--- config.mk ---
export PLATFORM = sky130hd
export DESIGN_NAME = neighbor_cell_scheduler
export DESIGN_NICKNAME = d
export VERILOG_FILES = /design/src/rtl/MD_pkg.sv /design/src/rtl/gcid_wrap_rt.sv /design/src/rtl/neighbor_cell_scheduler.sv
export SDC_FILE = /design/constraint.sdc
export NUM_CORES = 1
export LEC_CHECK = 0
export BUFFER_PORTS_ARGS = -buffer_cell sky130_fd_sc_hd__buf_2
export CORE_MARGIN = 3
export CORE_UTILIZATION = 57
export CTS_CLUSTER_SIZE = 10
export DETAILED_ROUTE_END_ITERATION = 6
export MAX_ROUTING_LAYER = met4
export PLACE_DENSITY = 0.79
export SLEW_MARGIN = 20
export SYNTH_ARGS = -nofsm -noshare
export SYNTH_HDL_FRONTEND = slang
export SYNTH_SLANG_ARGS = --single-unit
export TNS_END_PERCENT = 20
--- constraint.sdc ---
create_clock -name clk -period 3.1 [get_ports clk]
set_input_delay 0.31 -clock clk [delete_from_list [all_inputs] [get_ports clk]]
set_output_delay 0.31 -clock clk [all_outputs]
set_load 0.01 [all_outputs]
--- src/rtl/MD_pkg.sv ---
// Shared widths, cell-ID encodings and scheduler types for the MD cell datapath.
package MD_pkg;
  localparam int CELL_ID_WIDTH        = 2;
  localparam int GLOBAL_CELL_ID_WIDTH = 3;

  localparam logic [CELL_ID_WIDTH-1:0] CID_MINUS = 2'b01;
  localparam logic [CELL_ID_WIDTH-1:0] CID_HOME  = 2'b10;
  localparam logic [CELL_ID_WIDTH-1:0] CID_PLUS  = 2'b11;

  localparam int NB_IDX_WIDTH = 5;
  localparam int NB_HOME_IDX  = 13;
  localparam int NB_LAST_IDX  = 26;

  typedef enum logic [1:0] {
    IDLE = 2'd0,
    RUN  = 2'd1,
    DONE = 2'd2
  } nb_state_e;
endpackage

--- src/rtl/gcid_wrap_rt.sv ---
// Maps a runtime home global cell ID plus a local minus/home/plus ID to the
// periodic-boundary-wrapped neighbor global cell ID along one dimension.
module gcid_wrap_rt
  import MD_pkg::*;
#(
  parameter int GDIM = 4
) (
  input  logic [GLOBAL_CELL_ID_WIDTH-1:0] home,
  input  logic [CELL_ID_WIDTH-1:0]        cid,
  output logic [GLOBAL_CELL_ID_WIDTH-1:0] gcid
);
  localparam int GW = GLOBAL_CELL_ID_WIDTH;
  localparam logic [GW-1:0] G_MAX = GW'(GDIM - 1);

  // Wrap is chosen by comparison against the edges, never by relying on overflow.
  always_comb begin
    gcid = home;
    case (cid)
      CID_MINUS: gcid = (home == '0)    ? G_MAX : home - GW'(1);
      CID_PLUS:  gcid = (home == G_MAX) ? '0    : home + GW'(1);
      default:   gcid = home;
    endcase
  end
endmodule

--- src/rtl/neighbor_cell_scheduler.sv ---
// Handshaked iterator over the 27-cell (or 14-cell half) neighbor shell of one
// home cell, emitting local cell IDs and wrapped global cell IDs per entry.
module neighbor_cell_scheduler
  import MD_pkg::*;
#(
  parameter int GDIM_X     = 4,
  parameter int GDIM_Y     = 4,
  parameter int GDIM_Z     = 4,
  parameter bit HALF_SHELL = 1'b1
) (
  input  logic                            clk,
  input  logic                            rst_n,
  input  logic                            i_start,
  input  logic [GLOBAL_CELL_ID_WIDTH-1:0] i_home_gcid_x,
  input  logic [GLOBAL_CELL_ID_WIDTH-1:0] i_home_gcid_y,
  input  logic [GLOBAL_CELL_ID_WIDTH-1:0] i_home_gcid_z,
  output logic                            o_valid,
  input  logic                            i_ready,
  output logic [CELL_ID_WIDTH-1:0]        o_cid_x,
  output logic [CELL_ID_WIDTH-1:0]        o_cid_y,
  output logic [CELL_ID_WIDTH-1:0]        o_cid_z,
  output logic [GLOBAL_CELL_ID_WIDTH-1:0] o_gcid_x,
  output logic [GLOBAL_CELL_ID_WIDTH-1:0] o_gcid_y,
  output logic [GLOBAL_CELL_ID_WIDTH-1:0] o_gcid_z,
  output logic                            o_last,
  output logic                            o_busy,
  output logic                            o_done,
  output logic                            o_err
);
  localparam int GW  = GLOBAL_CELL_ID_WIDTH;
  localparam int GWP = GW + 1;
  localparam logic [NB_IDX_WIDTH-1:0] LAST_IDX  = NB_IDX_WIDTH'(NB_LAST_IDX);
  localparam logic [NB_IDX_WIDTH-1:0] START_IDX = HALF_SHELL ? NB_IDX_WIDTH'(NB_HOME_IDX) : '0;
  // Index 13 is the home cell itself, i.e. offset 1 on every axis.
  localparam logic [1:0]              START_D   = HALF_SHELL ? 2'd1 : 2'd0;

  nb_state_e                      state, state_nxt;
  logic [NB_IDX_WIDTH-1:0]        idx, idx_nxt;
  logic [2:0][1:0]                d, d_nxt;
  logic [2:0][GW-1:0]             home, home_nxt, home_in;
  logic [2:0][CELL_ID_WIDTH-1:0]  cid_nxt, cid_q;
  logic [2:0][GW-1:0]             wrap_out, gcid_nxt, gcid_q;
  logic [2:0]                     home_bad;
  logic                           err_nxt;
  logic                           valid_q, last_q, busy_q, done_q, err_q;

  assign home_in = {i_home_gcid_z, i_home_gcid_y, i_home_gcid_x};

  for (genvar g = 0; g < 3; g++) begin : g_dim
    localparam int GDIM = (g == 0) ? GDIM_X : (g == 1) ? GDIM_Y : GDIM_Z;
    assign home_bad[g] = {1'b0, home_in[g]} >= GWP'(GDIM);
    gcid_wrap_rt #(.GDIM(GDIM)) u_wrap (
      .home (home_nxt[g]),
      .cid  (cid_nxt[g]),
      .gcid (wrap_out[g])
    );
  end

  always_comb begin
    state_nxt = state;
    idx_nxt   = idx;
    d_nxt     = d;
    home_nxt  = home;
    err_nxt   = 1'b0;
    case (state)
      IDLE: begin
        if (i_start) begin
          if (|home_bad) begin
            err_nxt = 1'b1;
          end else begin
            state_nxt = RUN;
            idx_nxt   = START_IDX;
            d_nxt     = {3{START_D}};
            home_nxt  = home_in;
          end
        end
      end
      RUN: begin
        if (i_ready) begin
          if (idx == LAST_IDX) begin
            state_nxt = DONE;
          end else begin
            idx_nxt = idx + NB_IDX_WIDTH'(1);
            // x fastest, carry into y then z
            if (d[0] != 2'd2) begin
              d_nxt[0] = d[0] + 2'd1;
            end else begin
              d_nxt[0] = 2'd0;
              if (d[1] != 2'd2) begin
                d_nxt[1] = d[1] + 2'd1;
              end else begin
                d_nxt[1] = 2'd0;
                d_nxt[2] = d[2] + 2'd1;
              end
            end
          end
        end
      end
      DONE:    state_nxt = IDLE;
      default: state_nxt = IDLE;
    endcase
    for (int g = 0; g < 3; g++)
      cid_nxt[g] = (state_nxt == RUN) ? d_nxt[g] + 2'd1 : 2'b00;
  end

  assign gcid_nxt = (state_nxt == RUN) ? wrap_out : '0;

  always_ff @(posedge clk or negedge rst_n) begin
    if (!rst_n) begin
      state   <= IDLE;
      idx     <= '0;
      d       <= '0;
      home    <= '0;
      cid_q   <= '0;
      gcid_q  <= '0;
      valid_q <= 1'b0;
      last_q  <= 1'b0;
      busy_q  <= 1'b0;
      done_q  <= 1'b0;
      err_q   <= 1'b0;
    end else begin
      state   <= state_nxt;
      idx     <= idx_nxt;
      d       <= d_nxt;
      home    <= home_nxt;
      cid_q   <= cid_nxt;
      gcid_q  <= gcid_nxt;
      valid_q <= (state_nxt == RUN);
      last_q  <= (state_nxt == RUN) && (idx_nxt == LAST_IDX);
      busy_q  <= (state_nxt != IDLE);
      done_q  <= (state_nxt == DONE);
      err_q   <= err_nxt;
    end
  end

  assign o_valid  = valid_q;
  assign o_last   = last_q;
  assign o_busy   = busy_q;
  assign o_done   = done_q;
  assign o_err    = err_q;
  assign o_cid_x  = cid_q[0];
  assign o_cid_y  = cid_q[1];
  assign o_cid_z  = cid_q[2];
  assign o_gcid_x = gcid_q[0];
  assign o_gcid_y = gcid_q[1];
  assign o_gcid_z = gcid_q[2];
endmodule
==> impl_metrics.ini, run 1 <==
[placed_design]
gp_congestion = 0.963
dp_slack_ns = 0.201
place.port_buffers = 32
dpl.hpwl_um = 3730
postPlaceCellArea_um2 = 2500

[timing]
fin_ws_ns = 0.186
finalClockSkew_ns = 0.00703
layout_min_cycle_time_ns = 2.91
fin_crit_sh_pct = 94.0
rsz0062_at_grt = no
fin_tns_setup_ns = 0
drv_slew = 0
timing.fmax_mhz = 343
setup_violations = 0
max_slew.worst_pin.slew_ns = 0.924
hold_violations = 0
relSlewSlack_pct = 38.2

[synthesis]
yosys_warnings = 0
synth_flop_cell = dfrtp_1
synth_edf_count = 0
synth_top_family_by_area = simple AND/OR/NAND/NOR gates
syn_area_per_cell_um2 = 9.49
syn-num-nets = 267
yosysUniqueCellTypes = 56
synthSimpleGateAreaFrac_pct = 19.5
synthAdderAreaFrac_pct = 6.40
synthCells = 243
postSynth.asyncResetShare_pct = 100
netlist_top_cells_area = dfrtp_1, ha_1, o21ai_0
ys_seq_area_share_pct = 45.6
synth.largest_area_cell = dfrtp_1
synth.area.mux_share_pct = 2.82
synth_compound_area_share_pct = 18.7
yosys.area_share.xor_xnor_pct = 1.14
ys_seq_elements = 42
synth_top_area_share_pct = 45.6
synth_area_um2 = 2310

[outcome]
status = completed

[global_routing]
gr-total-overflow = 0
grt_pass1_vias = 1925
grt_pass1_wl_um = 8930
grt_max_degree = 43
gr-usage-all-layers_pct = 23.5
antenna_found_initial = 0

[floorplanning]
fp.dieW_um = 69.6
io_pins = 33
die_area_um2 = 4840
core_area_um2 = 3770
rows = 22
start_util_pct = 61.1
die_h_um = 69.6

[clocking]
cts.sinks = 42
clk_latency_ns = 0.30
post_cts_buffers = 0
cts_tree = done
clock_tree.htree_level_count = 2
clockBufferDepth = 2
cts-root-buf = clkbuf_8
cts_buffers = 5
path_clk_slew_ns = 0.08
postCtsResizedCells = 0
postCtsHoldBufs = 0

[final_layout]
synthToLayoutAreaGrowth_pct = 12.5
finalInstanceArea_um2 = 2590
insertedDiodeCount = 0
drive_gt1_share_pct = 19.2
final_nets = 299

[power]
ir_drop_v = 0.000491
intPower_mw = 1.44
pwr_density_cell_nw_per_um2 = 960
p_comb_share_pct = 48.1
total_power_mw = 2.49
seqPwrFrac_pct = 37.1
p_clk_share_pct = 14.8
p_leak_nw = 1.24
switchingPower_mw = 1.06
swShare_pct = 42.4

[critical_path]
critPathRequiredTime_ns = 3.32
r2r-end = o_gcid_x[0]
reg2reg_from = state[0]
crit_arrival_ns = 3.14
worstSetupEndpointType = register
critPathTopFamily = simple AND/OR/NAND/NOR gates
critical_path.max_stage_delay_ns = 0.58
reg2regPathDepth = 9
path_class = register to register
start_kind = register
path_cells = or3b_2, nor2_4, mux2i_1, inv_1, ha_1, nand2_1, a21oi_1, or4b_1, a31oi_1
crit_buf_inv = 1
r2r_slack_ns = 0.19
crit_fanout = 7
worst_path_max_delay_cell = or3b_2

[detailed_routing]
drt.antenna.violating_nets = 0
via_per_inst = 5.86
wl_per_cell_um = 15.9
vias = 1898
drt_iter0_markers = 161
routed_wl_um = 5160
first_pass_iters = 4
drc = 0

[worst_hold_path]
min-delay-path-class = input pin to async pin

[flow_run]
drv_cap = 0
==> layout by cell type (no fill, tap or decap), types with 2 or more instances in the layout <==
| cell type | netlist | final |
|---|---|---|
| a211o_1 | 3 | 3 |
| a211oi_1 | 4 | 4 |
| a21o_1 | 2 | 2 |
| a21oi_1 | 17 | 17 |
| a31oi_1 | 4 | 4 |
| and2_1 | 2 | 2 |
| buf_2 | 3 | 32 |
| buf_4 | 0 | 4 |
| clkbuf_8 | 0 | 6 |
| dfrtp_1 | 42 | 42 |
| ha_1 | 11 | 11 |
| inv_1 | 21 | 21 |
| mux2i_1 | 2 | 2 |
| nand2_1 | 14 | 14 |
| nand2b_1 | 5 | 5 |
| nand3_1 | 10 | 10 |
| nand4_1 | 2 | 2 |
| nand4b_1 | 2 | 2 |
| nor2_1 | 19 | 19 |
| nor3_1 | 8 | 8 |
| nor3b_1 | 2 | 2 |
| nor4_1 | 2 | 2 |
| o21a_1 | 2 | 2 |
| o21ai_0 | 21 | 21 |
| o22a_1 | 2 | 2 |
| or3_1 | 2 | 2 |
| or4_1 | 2 | 2 |
| xnor2_1 | 3 | 3 |
==> flip-flops by register name, summed over array words and instances, names as in the netlist, 2 cells and up <==
register,flops
o_cid_z,2
idx,5
state,2
o_gcid_y,3
o_cid_y,2
o_cid_x,2
home,9
d,6
o_gcid_x,3
o_gcid_z,3
==> power by group through the flow <==
stage	clock [mW]	sequential (mW)	combinational, mW
3_3_place_gp	0	0.922	1.16
2_1_floorplan	0	0.923	0.857
4_1_cts	0.373	0.919	1.19
5_1_grt	0.393	0.956	1.35
3_5_place_dp	0	0.925	1.19
6_report	0.369	0.924	1.20
==> worst register-to-register path, stage by stage (launching register included) <==
cell and delay [ns]:
dfrtp_1 0.44, or3b_2 0.59, nor2_4 0.24, mux2i_1 0.40, inv_1 0.12, ha_1 0.26
nand2_1 0.08, a21oi_1 0.04, or4b_1 0.51, a31oi_1 0.17
==> stage by stage <==
stage	instances	utilization, %	hold slack, ns
after global placement	316	66.4	0.492
final	324	68.8	0.136
after global routing	324	68.8	0.218
after CTS	324	68.8	0.170
after detailed placement	316	66.4	0.495
after floorplan	243	-	0.0144
==> synthesized netlist by cell type (all sizes together) (4+ instances only) <==
cell type  number
inv            22
o21ai          22
nand2b          5
a21oi          17
a31oi           4
buf             4
a211oi          4
nand2          14
dfrtp          42
clkbuf          7
nor2           20
ha             11
nand3          10
nor3            8
==> final cells by class <==
class	count	area (um2)
clock inverters	1	5.00
fillers	295	1180
clock buffers	7	86.3
multi-input cells	168	1120
repair buffers	36	190
inverters	22	82.6
well taps	48	60.1
flip-flops and latches	42	1050
==> worst max path at each step <==
stage | startpoint | endpoint | slack, ns | depth (start not counted)
after floorplan | state[0] | o_gcid_x[0] | 0.40 | 10
after global placement | state[0] | o_gcid_x[0] | 0.35 | 9
after detailed placement | state[0] | o_gcid_x[0] | 0.20 | 9
after CTS | state[0] | o_gcid_x[0] | 0.19 | 9
after global routing | state[0] | o_gcid_x[0] | 0.04 | 9
final | state[0] | o_gcid_x[0] | 0.19 | 9
==> logic make-up (layout without fill, tap and decap cells) <==
group	count (synthesis)	in the layout
adders and majority gates	12	12
xor gates and xnor gates	3	3
and+or+nand+nor	81	81
buffers and inverters	33	66
muxes	5	5
AOI/OAI and AO/OA	67	67
DFF	42	42
==> metal layers <==
layer	track usage, %	vias to the layer above	wire [um]
met5	-	-	0
met4	7.16	0	73
met3	5.07	9	343
met2	35.7	69	2430
met1	31.7	893	2310
li1	-	927	-
No activity file was read; power rests on OpenSTA's default activity.
==> run 2, diff against run 1 <==
CORE_ASPECT_RATIO = 1.25   (was unset)
REMOVE_ABC_BUFFERS = 1   (was unset)
==> run 2 against run 1 <==
  * First-iteration DRC count shrank 13%
  * Sequential power shrank 1%
  * Utilization shrank 0.71 points
  * Clock skew shrank 0.0028 ns
  * Clock power grew 17%
  * Power grew 1.8%
  * Critical path depth is the same
  * Clock-buffer cell count shrank 2
  * Via count grew 1.2%
  * Largest cell class unchanged
==> impl_metrics.ini, run 2 (synthesis results as in run 1) <==
[outcome]
status = completed

[final_layout]
fin_util_pct = 68.1
insertedDiodeCount = 0
drive_gt1_share_pct = 19.6
largest_reg_flops = 9
final_cell_mix = dfrtp_1, buf_2, inv_1, o21ai_0, nor2_1
top_register = home
fillers = 318
multi_input_area_um2 = 1120
final_nets = 299
synthToLayoutAreaGrowth_pct = 13.6
regArea_um2 = 1050
final_common_cell = dfrtp_1
finalInstanceArea_um2 = 2620
top_regs = home: 9 flops, d: 6 flops, idx: 5 flops

[power]
intPower_mw = 1.49
p_clk_share_pct = 17.1
pwr_density_cell_nw_per_um2 = 968
seqPwrFrac_pct = 36.1
switchingPower_mw = 1.04
p_comb_share_pct = 46.9
ir_drop_v = 0.000495
p_leak_nw = 1.25
swShare_pct = 41.2

[global_routing]
grt_pass1_vias = 1910
antenna_found_initial = 0
grt_max_degree = 43
gr-total-overflow = 0
gr-usage-all-layers_pct = 23.2
grt_pass1_wl_um = 8740

[timing]
setup_violations = 0
drv_slew = 0
relSlewSlack_pct = 39.1
finalClockSkew_ns = 0.00422
fin_crit_sh_pct = 91.2
layout_min_cycle_time_ns = 2.83
hold_violations = 0
rsz0062_at_grt = no
max_slew.worst_pin.slew_ns = 0.911
fin_tns_setup_ns = 0
timing.fmax_mhz = 354

[critical_path]
critical_path.max_stage_delay_ns = 0.59
path_class = register to register
crit_end = o_gcid_x[0]
r2r-end = o_gcid_x[0]
crit_arrival_ns = 3.05
crit_buf_inv = 1
start_kind = register
cp_num_cells = 9
path_cells = or3b_2, nor2_4, mux2i_1, inv_1, ha_1, nand2_1, a21oi_1, or4b_1, a31oi_1
reg2regPathDepth = 9
r2r_slack_ns = 0.27
critPathTopFamily = simple AND/OR/NAND/NOR gates
reg2reg_from = state[0]
startpoint = state[0]
crit_fanout = 7
worst_path_max_delay_cell = or3b_2
critPathRequiredTime_ns = 3.32
worstSetupEndpointType = register

[detailed_routing]
drt.antenna.violating_nets = 0
vias = 1920
drt_iter0_markers = 140
routed_wl_um = 5070
drc = 0
first_pass_iters = 4
via_per_inst = 5.82
wl_per_cell_um = 15.4

[placed_design]
gp_congestion = 0.879
postPlaceCellArea_um2 = 2510
dpl.hpwl_um = 3490
place.port_buffers = 32

[clocking]
postCtsResizedCells = 0
clock_tree.htree_level_count = 2
postCtsHoldBufs = 0
path_clk_slew_ns = 0.08
cts_tree = done
cts.sinks = 42
cts_buffers = 5
cts-root-buf = clkbuf_8
clockBufferDepth = 2
clk_latency_ns = 0.30
post_cts_buffers = 0

[floorplanning]
fp.dieW_um = 62.9
rows = 25
core_area_um2 = 3850
die_h_um = 77.1
io_pins = 33
start_util_pct = 59.9
die_area_um2 = 4850

[worst_hold_path]
min-delay-path-class = input pin to async pin

[flow_run]
drv_cap = 0
-- run 2: cell types whose count changed in the layout (fill, tap and decap cells not counted) --
cell	change
clkbuf_8	-1
bufinv_16	+1
clkinv_2	+1
clkbuf_1	-1
-- run 2: area by class of cell --
type	count	share of cell area, %
clock buffers	5	2.63
clock inverters	3	1.53
inverters	22	3.15
multi-input cells	168	42.7
flip-flops and latches	42	40.1
well taps	54	2.58
repair buffers	36	7.26
-- run 2: power groups by stage --
stage	registers, mW	clock network (mW)	logic [mW]
floorplan	0.944	0	0.809
global placement	0.917	0	1.16
detailed placement	0.917	0	1.17
CTS	0.909	0.438	1.19
global route	0.941	0.467	1.35
finish	0.915	0.433	1.19
-- run 2: worst min-delay path by stage --
stage,start,endpoint,cells after the start
4_1_cts,rst_n,state[0],1
6_report,rst_n,d[0],1
2_1_floorplan,rst_n,d[0],0
5_1_grt,rst_n,d[0],1
3_5_place_dp,rst_n,o_gcid_x[1],1
3_3_place_gp,rst_n,o_gcid_x[1],1
-- run 2: routing by layer --
layer | up-vias | track usage, % | share of wire, % | routed length, um
li1 | 925 | - | - | -
met1 | 923 | 26.7 | 43 | 2190
met2 | 59 | 39.1 | 50 | 2530
met3 | 13 | 4.10 | 4.3 | 219
met4 | 0 | 10.8 | 2.5 | 129
met5 | - | - | 0 | 0
-- run 2: per-stage QoR --
step | power (mW) | hold WS (ns) | cells | setup WS [ns]
final | 2.54 | 0.140 | 330 | 0.273
after detailed placement | 2.09 | 0.498 | 322 | 0.332
after CTS | 2.53 | 0.170 | 330 | 0.323
after global placement | 2.07 | 0.492 | 322 | 0.461
after global routing | 2.76 | 0.203 | 330 | 0.121
after floorplan | 1.75 | 0.0144 | 232 | 0.473
